### config.mk
export PLATFORM = sky130hd
export DESIGN_NAME = serial_addsub_ctrl
export DESIGN_NICKNAME = d
export VERILOG_FILES = /design/src/rtl/serial_addsub_ctrl.sv
export SDC_FILE = /design/constraint.sdc
export NUM_CORES = 1
export LEC_CHECK = 0
export ABC_AREA = 1
export BUFFER_PORTS_ARGS = -buffer_cell sky130_fd_sc_hd__buf_2
export CAP_MARGIN = 40
export CORE_UTILIZATION = 55
export DETAILED_ROUTE_END_ITERATION = 16
export PLACE_DENSITY = 0.85
export REMOVE_ABC_BUFFERS = 1
export SLEW_MARGIN = 20
export SYNTH_ARGS = -nofsm -noshare
export SYNTH_HDL_FRONTEND = slang
export SYNTH_SLANG_ARGS = --single-unit
### constraint.sdc
create_clock -name clk -period 3.15 [get_ports clk]
set_input_delay 0.63 -clock clk [delete_from_list [all_inputs] [get_ports clk]]
set_output_delay 0.63 -clock clk [all_outputs]
set_load 0.01 [all_outputs]
### src/rtl/serial_addsub_ctrl.sv
// serial_addsub_ctrl: bit-serial add/subtract sequencer driving an external
// 1-bit add/sub cell. Operands are fed LSB first, the cell's carry is
// recirculated, and the result, final carry and signed overflow are
// collected after WIDTH bit cycles.
// Optional feature macro: SERIAL_ADDSUB_FLAGS_EN adds the zero/negative flags.
module serial_addsub_ctrl #(
   parameter int WIDTH = 8
) (
   input  logic             clk,
   input  logic             rst,
   input  logic             start,
   input  logic             sel,
   input  logic [WIDTH-1:0] a,
   input  logic [WIDTH-1:0] b,
   output logic             bit_a,
   output logic             bit_b,
   output logic             bit_cin,
   output logic             bit_sel,
   input  logic             bit_sum,
   input  logic             bit_cout,
   output logic             busy,
   output logic             done,
   output logic [WIDTH-1:0] result,
   output logic             cout,
`ifdef SERIAL_ADDSUB_FLAGS_EN
   output logic             zero,
   output logic             negative,
`endif
   output logic             overflow
);

   localparam int CW = (WIDTH > 1) ? $clog2(WIDTH) : 1;
   localparam logic [CW-1:0] LAST = CW'(WIDTH - 1);

   typedef enum logic [1:0] {
      S_IDLE = 2'd0,
      S_RUN  = 2'd1,
      S_DONE = 2'd2
   } state_t;

   state_t           state;
   state_t           state_nx;
   logic [WIDTH-1:0] a_sh;
   logic [WIDTH-1:0] b_sh;
   logic [WIDTH-2:0] res_sh;
   logic [WIDTH-1:0] res_next;
   logic             carry;
   logic             sel_q;
   logic [CW-1:0]    cnt;
   logic             accept;
   logic             last_bit;

   // Control decode: new op acceptance, final bit cycle, and next state.
   always_comb begin
      state_nx = state;
      accept   = 1'b0;
      last_bit = 1'b0;
      case (state)
         S_IDLE: begin
            if (start) begin
               accept   = 1'b1;
               state_nx = S_RUN;
            end else begin
               state_nx = S_IDLE;
            end
         end
         S_RUN: begin
            if (cnt == LAST) begin
               last_bit = 1'b1;
               state_nx = S_DONE;
            end else begin
               state_nx = S_RUN;
            end
         end
         S_DONE: begin
            if (start) begin
               accept   = 1'b1;
               state_nx = S_RUN;
            end else begin
               state_nx = S_IDLE;
            end
         end
         default: begin
            state_nx = S_IDLE;
         end
      endcase
   end

   // State register; reset aborts any operation in flight.
   always_ff @(posedge clk or posedge rst) begin
      if (rst) begin
         state <= S_IDLE;
      end else begin
         state <= state_nx;
      end
   end

   // Cell interface and status: operand bits only driven while running.
   always_comb begin
      bit_a   = 1'b0;
      bit_b   = 1'b0;
      bit_cin = 1'b0;
      bit_sel = sel_q;
      busy    = (state == S_RUN);
      done    = (state == S_DONE);
      if (state == S_RUN) begin
         bit_a   = a_sh[0];
         bit_b   = b_sh[0];
         bit_cin = carry;
      end else begin
         bit_a   = 1'b0;
         bit_b   = 1'b0;
         bit_cin = 1'b0;
      end
   end

   // Incoming sum bit enters at the MSB; after WIDTH shifts it is aligned.
   assign res_next = {bit_sum, res_sh};

   // Datapath: operand shifters, carry recirculation, result capture.
   // The carry register holds the carry into the MSB on the last bit cycle,
   // so overflow is that carry XOR the cell's final carry out.
   always_ff @(posedge clk or posedge rst) begin
      if (rst) begin
         a_sh     <= '0;
         b_sh     <= '0;
         res_sh   <= '0;
         carry    <= 1'b0;
         sel_q    <= 1'b0;
         cnt      <= '0;
         result   <= '0;
         cout     <= 1'b0;
         overflow <= 1'b0;
`ifdef SERIAL_ADDSUB_FLAGS_EN
         zero     <= 1'b0;
         negative <= 1'b0;
`endif
      end else if (accept) begin
         a_sh   <= a;
         b_sh   <= b;
         res_sh <= '0;
         sel_q  <= sel;
         carry  <= sel;
         cnt    <= '0;
      end else if (state == S_RUN) begin
         a_sh   <= {1'b0, a_sh[WIDTH-1:1]};
         b_sh   <= {1'b0, b_sh[WIDTH-1:1]};
         res_sh <= res_next[WIDTH-1:1];
         carry  <= bit_cout;
         cnt    <= cnt + CW'(1);
         if (last_bit) begin
            result   <= res_next;
            cout     <= bit_cout;
            overflow <= carry ^ bit_cout;
`ifdef SERIAL_ADDSUB_FLAGS_EN
            zero     <= (res_next == '0);
            negative <= res_next[WIDTH-1];
`endif
         end else begin
            result   <= result;
         end
      end else begin
         cnt <= cnt;
      end
   end

endmodule

Word level (Yosys, flattened, before mapping)
Cells that the tools add are included.
{"block": "word_totals", "register_bits": 40, "out_inout_bits": 16, "elab_cells": 40}
{"block": "classes", "n_addsub": 1, "eq_ne": 3, "mux": 20, "bitwise": 2, "n_reduce_logical": 4}
{"op": "$mux 8", "n": 4}
{"op": "$mux 7", "n": 2}
{"op": "$mux 1", "n": 10}
{"op": "$mux 3", "n": 2}
{"op": "$pmux 2 s2", "n": 1}
{"op": "$add 3x1->3 const B", "n": 1}
{"op": "$eq 3x3->1 const B", "n": 1}
{"op": "$reduce_and 3->1", "n": 1}
{"op": "$eq 2x1->1 const B", "n": 1}
{"op": "$eq 2x2->1 const B", "n": 1}
{"op": "$logic_not 2->1", "n": 1}
{"op": "$mux 2", "n": 1}
{"op": "$reduce_bool 2->1", "n": 1}
{"op": "$reduce_or 2->1", "n": 1}
{"op": "$not 1->1", "n": 1}
{"op": "$xor 1x1->1", "n": 1}

Longest topological paths before layout
{"block": "depth", "depth_word": 5, "ltp_mapped": 7}

Worst setup path after synthesis
Ideal clock, no wire load.
{"block": "synth_path", "kind": "register -> output", "start": "reg state[1]", "end": "out bit_a", "arrival_time_ps": 901, "required_ps": 2520, "path_slack_ps": 1619, "stages_incl_launch_ff": 5, "path_buffers": 1, "cell_sequence": "dfrtp_1 > inv_1 > nand2_1 > buf_2 > nor2_1"}
{"block": "synth_between", "elab_chain_len": 2}
{"item": "start: declaration", "line_no": "41", "rtl": "state_t state;"}
{"item": "start signal: assignment", "line_no": "94", "rtl": "state <= state_nx;"}
{"item": "$eq 2x1->1", "line_no": "106", "rtl": "if (state == S_RUN) begin"}
{"item": "$mux 1", "line_no": "106"}
{"item": "end: declaration", "line_no": "15", "rtl": "output logic bit_a,"}
Every way passes these cells.

Worst setup path in the final report
{"block": "layout_path", "start": "reg state[0]", "end": "out busy"}
{"block": "layout_between", "elab_chain_len": 1}
{"item": "$eq 2x1->1", "line_no": "104", "rtl": "busy = (state == S_RUN);"}
{"item": "end: declaration", "line_no": "21", "rtl": "output logic busy,"}
Every way passes these cells.

==> impl_metrics.yaml <==
synth:
  yosysMostFrequentCell: "nand2_1"
  synth_async_sr_flop_share: 1.00
  synth-seq-cells: 40
  synth.top_cell.area_share: 0.581
  synth_cells: 202
  synthTopCellsByCount: "82 x nand2_1, 40 x dfrtp_1, 38 x nand3_1, 13 x inv_1, 7 x o21ai_0"
  synth_warnings: 0
  avgSynthCellArea_um2: 8.53
  synth_top_area_cell: "dfrtp_1"
  netlist_top_cells_area: "dfrtp_1 58%, nand2_1 18%, nand3_1 11%, inv_1 2.8%, buf_4 2.2%"
  synthDistinctLibCells: 13
  ys_seq_area_frac: 0.581
  synth_edf_count: 0
  synthesis.area_um2: 1720
  synthFlopType: "dfrtp_1"
worst_hold_path:
  hold_path_class: "input pin to async pin"
floorplan:
  start_util: 0.604
  dieArea_um2: 3360
  std_cell_rows: 19
  io_pins: 38
  dieHeight_um: 58.0
  fp.dieW_um: 58.0
  core_region_area_um2: 2850
setup_path:
  critPathKind: "flop to output port"
  reg2reg_depth: 6
  cpPeakStageDelay_ps: 440
  ff2ff_setup_slack_ps: 1350
  cp_num_buf_inv: 2
  slowest_stage: "dfrtp_1"
  path_delay_family: "flip-flops"
  r2r_end: "result[3]$_DFFE_PP0P_"
  path_cells: "inv_1 > nor2_4 > buf_2"
  worstSetupStartpointType: "flop"
  cp_max_fo: 23
  worstPathRequired_ps: 2520
  endpoint_kind: "output port"
  reg2reg_from: "state[1]$_DFF_PP0_"
  cp.arrival_ps: 1530
timing:
  finalMaxSlewViolations: 0
  timing.final.ws_setup_ps: 991
  grt_setup_unrepaired: "no"
  tightest_slew_ps: 660
  max_freq_mhz: 463
  fin_skew_ps: 3.27
  min_period_over_period: 0.685
  setup_tns_ps: 0
  finalHoldViolCount: 0
  setup_viol: 0
  relSlewSlack: 0.558
  period_needed_ps: 2160
place:
  pre_cts_slack_ps: 1330
  routabilityCongestion: 0.765
  port-buffer-count: 37
  dp_hpwl_mm: 1.92
routing:
  first_iter_violations: 51
  dr.pass1.iters: 10
  wirelength_mm: 2.90
  via_per_inst: 5.09
  drcViolationCount: 2
  ant_nets: 0
  post_drt_wl_per_cell_um: 10.7
  vias: 1380
global_route:
  gr-usage-all-layers: 0.197
  grt_pass1_vias: 1184
  antenna_found_initial: 0
  grt_pass1_wl_mm: 4.91
  grt_start_max_net_pins: 41
  grt_overflow_total: 0
clock_network:
  post_cts_buffers: 0
  ctsHoldBuffers: 0
  cts_buffers: 5
  htree_levels: 2
  clockRootBuffer: "clkbuf_4"
  clk_pin_slew_ps: 110
  clk_latency_ps: 330
  cts_resized: 0
  tritoncts: "done"
  cts_sinks: 40
  max-clock-path-buffers: 2
power_and_ir_drop:
  power_leakage_nw: 1.09
  pwr-share-comb: 0.395
  intPower_mw: 1.14
  seq_power_share: 0.465
  p_switching_uw: 734
  pwr-share-clk: 0.140
  power.density_nw_per_um2: 954
  swShare: 0.392
  peakVddDrop_mv: 0.454
layout:
  fin_util: 0.688
  fin_nets: 263
  syn2layout_area_growth_pct: 13.9
  fill_cells: 248
  num_antenna_cells: 0
  layout-drive-gt1-share: 0.204
status:
  failed_checks: "DRC"
  status: "finished, violations left"
job:
  maxCapViolCount: 0
## layout by cell type, fill, tap and decap left out, drive strengths merged
| cell type | Yosys | routed |
|---|---|---|
| dfrtp | 40 | 40 |
| inv | 13 | 13 |
| nand2 | 84 | 84 |
| clkbuf | 0 | 8 |
| nand3 | 38 | 38 |
| o21ai | 7 | 7 |
| ha | 2 | 2 |
| buf | 9 | 39 |
| a21oi | 1 | 1 |
| nor2 | 8 | 8 |
## worst register-to-register path, delay by kind of cell, from the launching register on
| family | cells | cell delay, ps |
|---|---|---|
| buf+inv | 2 | 390 |
| flops | 1 | 420 |
| simple gates | 4 | 930 |
## flip-flops by register name, indices dropped and copies added, names as in the netlist
name,cells
a_sh,8
b_sh,8
bit_sel,1
carry,1
cnt,3
cout,1
overflow,1
res_sh,7
result,8
state,2
## how the worst max path moves through the flow
stage                                  start                     to  slack [ps]  depth (start not counted)
after floorplan           state[1]$_DFF_PP0_                  bit_a        1320                          3
after global placement    state[0]$_DFF_PP0_                   busy        1390                          3
after detailed placement  state[1]$_DFF_PP0_  result[3]$_DFFE_PP0P_        1330                          6
after CTS                 state[0]$_DFF_PP0_                   busy         970                          3
after global routing      state[0]$_DFF_PP0_                   busy         860                          3
final                     state[0]$_DFF_PP0_                   busy         990                          3
## kinds of logic after synthesis
family | share of synthesized area
and+or+nand+nor | 0.320
DFF | 0.581
buffers and inverters | 0.0617
AOI/OAI and AO/OA | 0.0232
adders and majority gates | 0.0145
## metrics by stage
step / cell area, um2 / hold slack (ps) / total power, mW / instances
finish: 1960 / 392 / 1.87 / 271
floorplan: 1670 / 442 / 1.39 / 193
global route: 1960 / 420 / 2.06 / 271
CTS: 1960 / 399 / 1.90 / 271
global placement: 1900 / 448 / 1.61 / 263
detailed placement: 1900 / 456 / 1.63 / 263
## power groups by stage
| stage | registers [mW] | logic (mW) | clock network [mW] |
|---|---|---|---|
| finish | 0.872 | 0.740 | 0.262 |
| global route | 0.910 | 0.854 | 0.293 |
| CTS | 0.875 | 0.751 | 0.270 |
| detailed placement | 0.884 | 0.748 | 0 |
| global placement | 0.876 | 0.731 | 0 |
| floorplan | 0.899 | 0.488 | 0 |
## final cells by class
class / instances / area [um2] / area share
flip-flops and latches: 40 / 1000 / 0.510
multi-input cells: 140 / 616 / 0.314
repair buffers: 39 / 200 / 0.102
clock buffers: 8 / 58.8 / 0.0300
inverters: 13 / 48.8 / 0.0249
well taps: 31 / 38.8 / 0.0198
## routing by layer
metal	vias up	GRT usage	part of all wire
li1	711	-	-
met1	635	0.267	0.48
met2	29	0.294	0.46
met3	5	0.0469	0.033
met4	0	0.112	0.020
met5	-	0	0
Power figures use the tool's default switching activity.
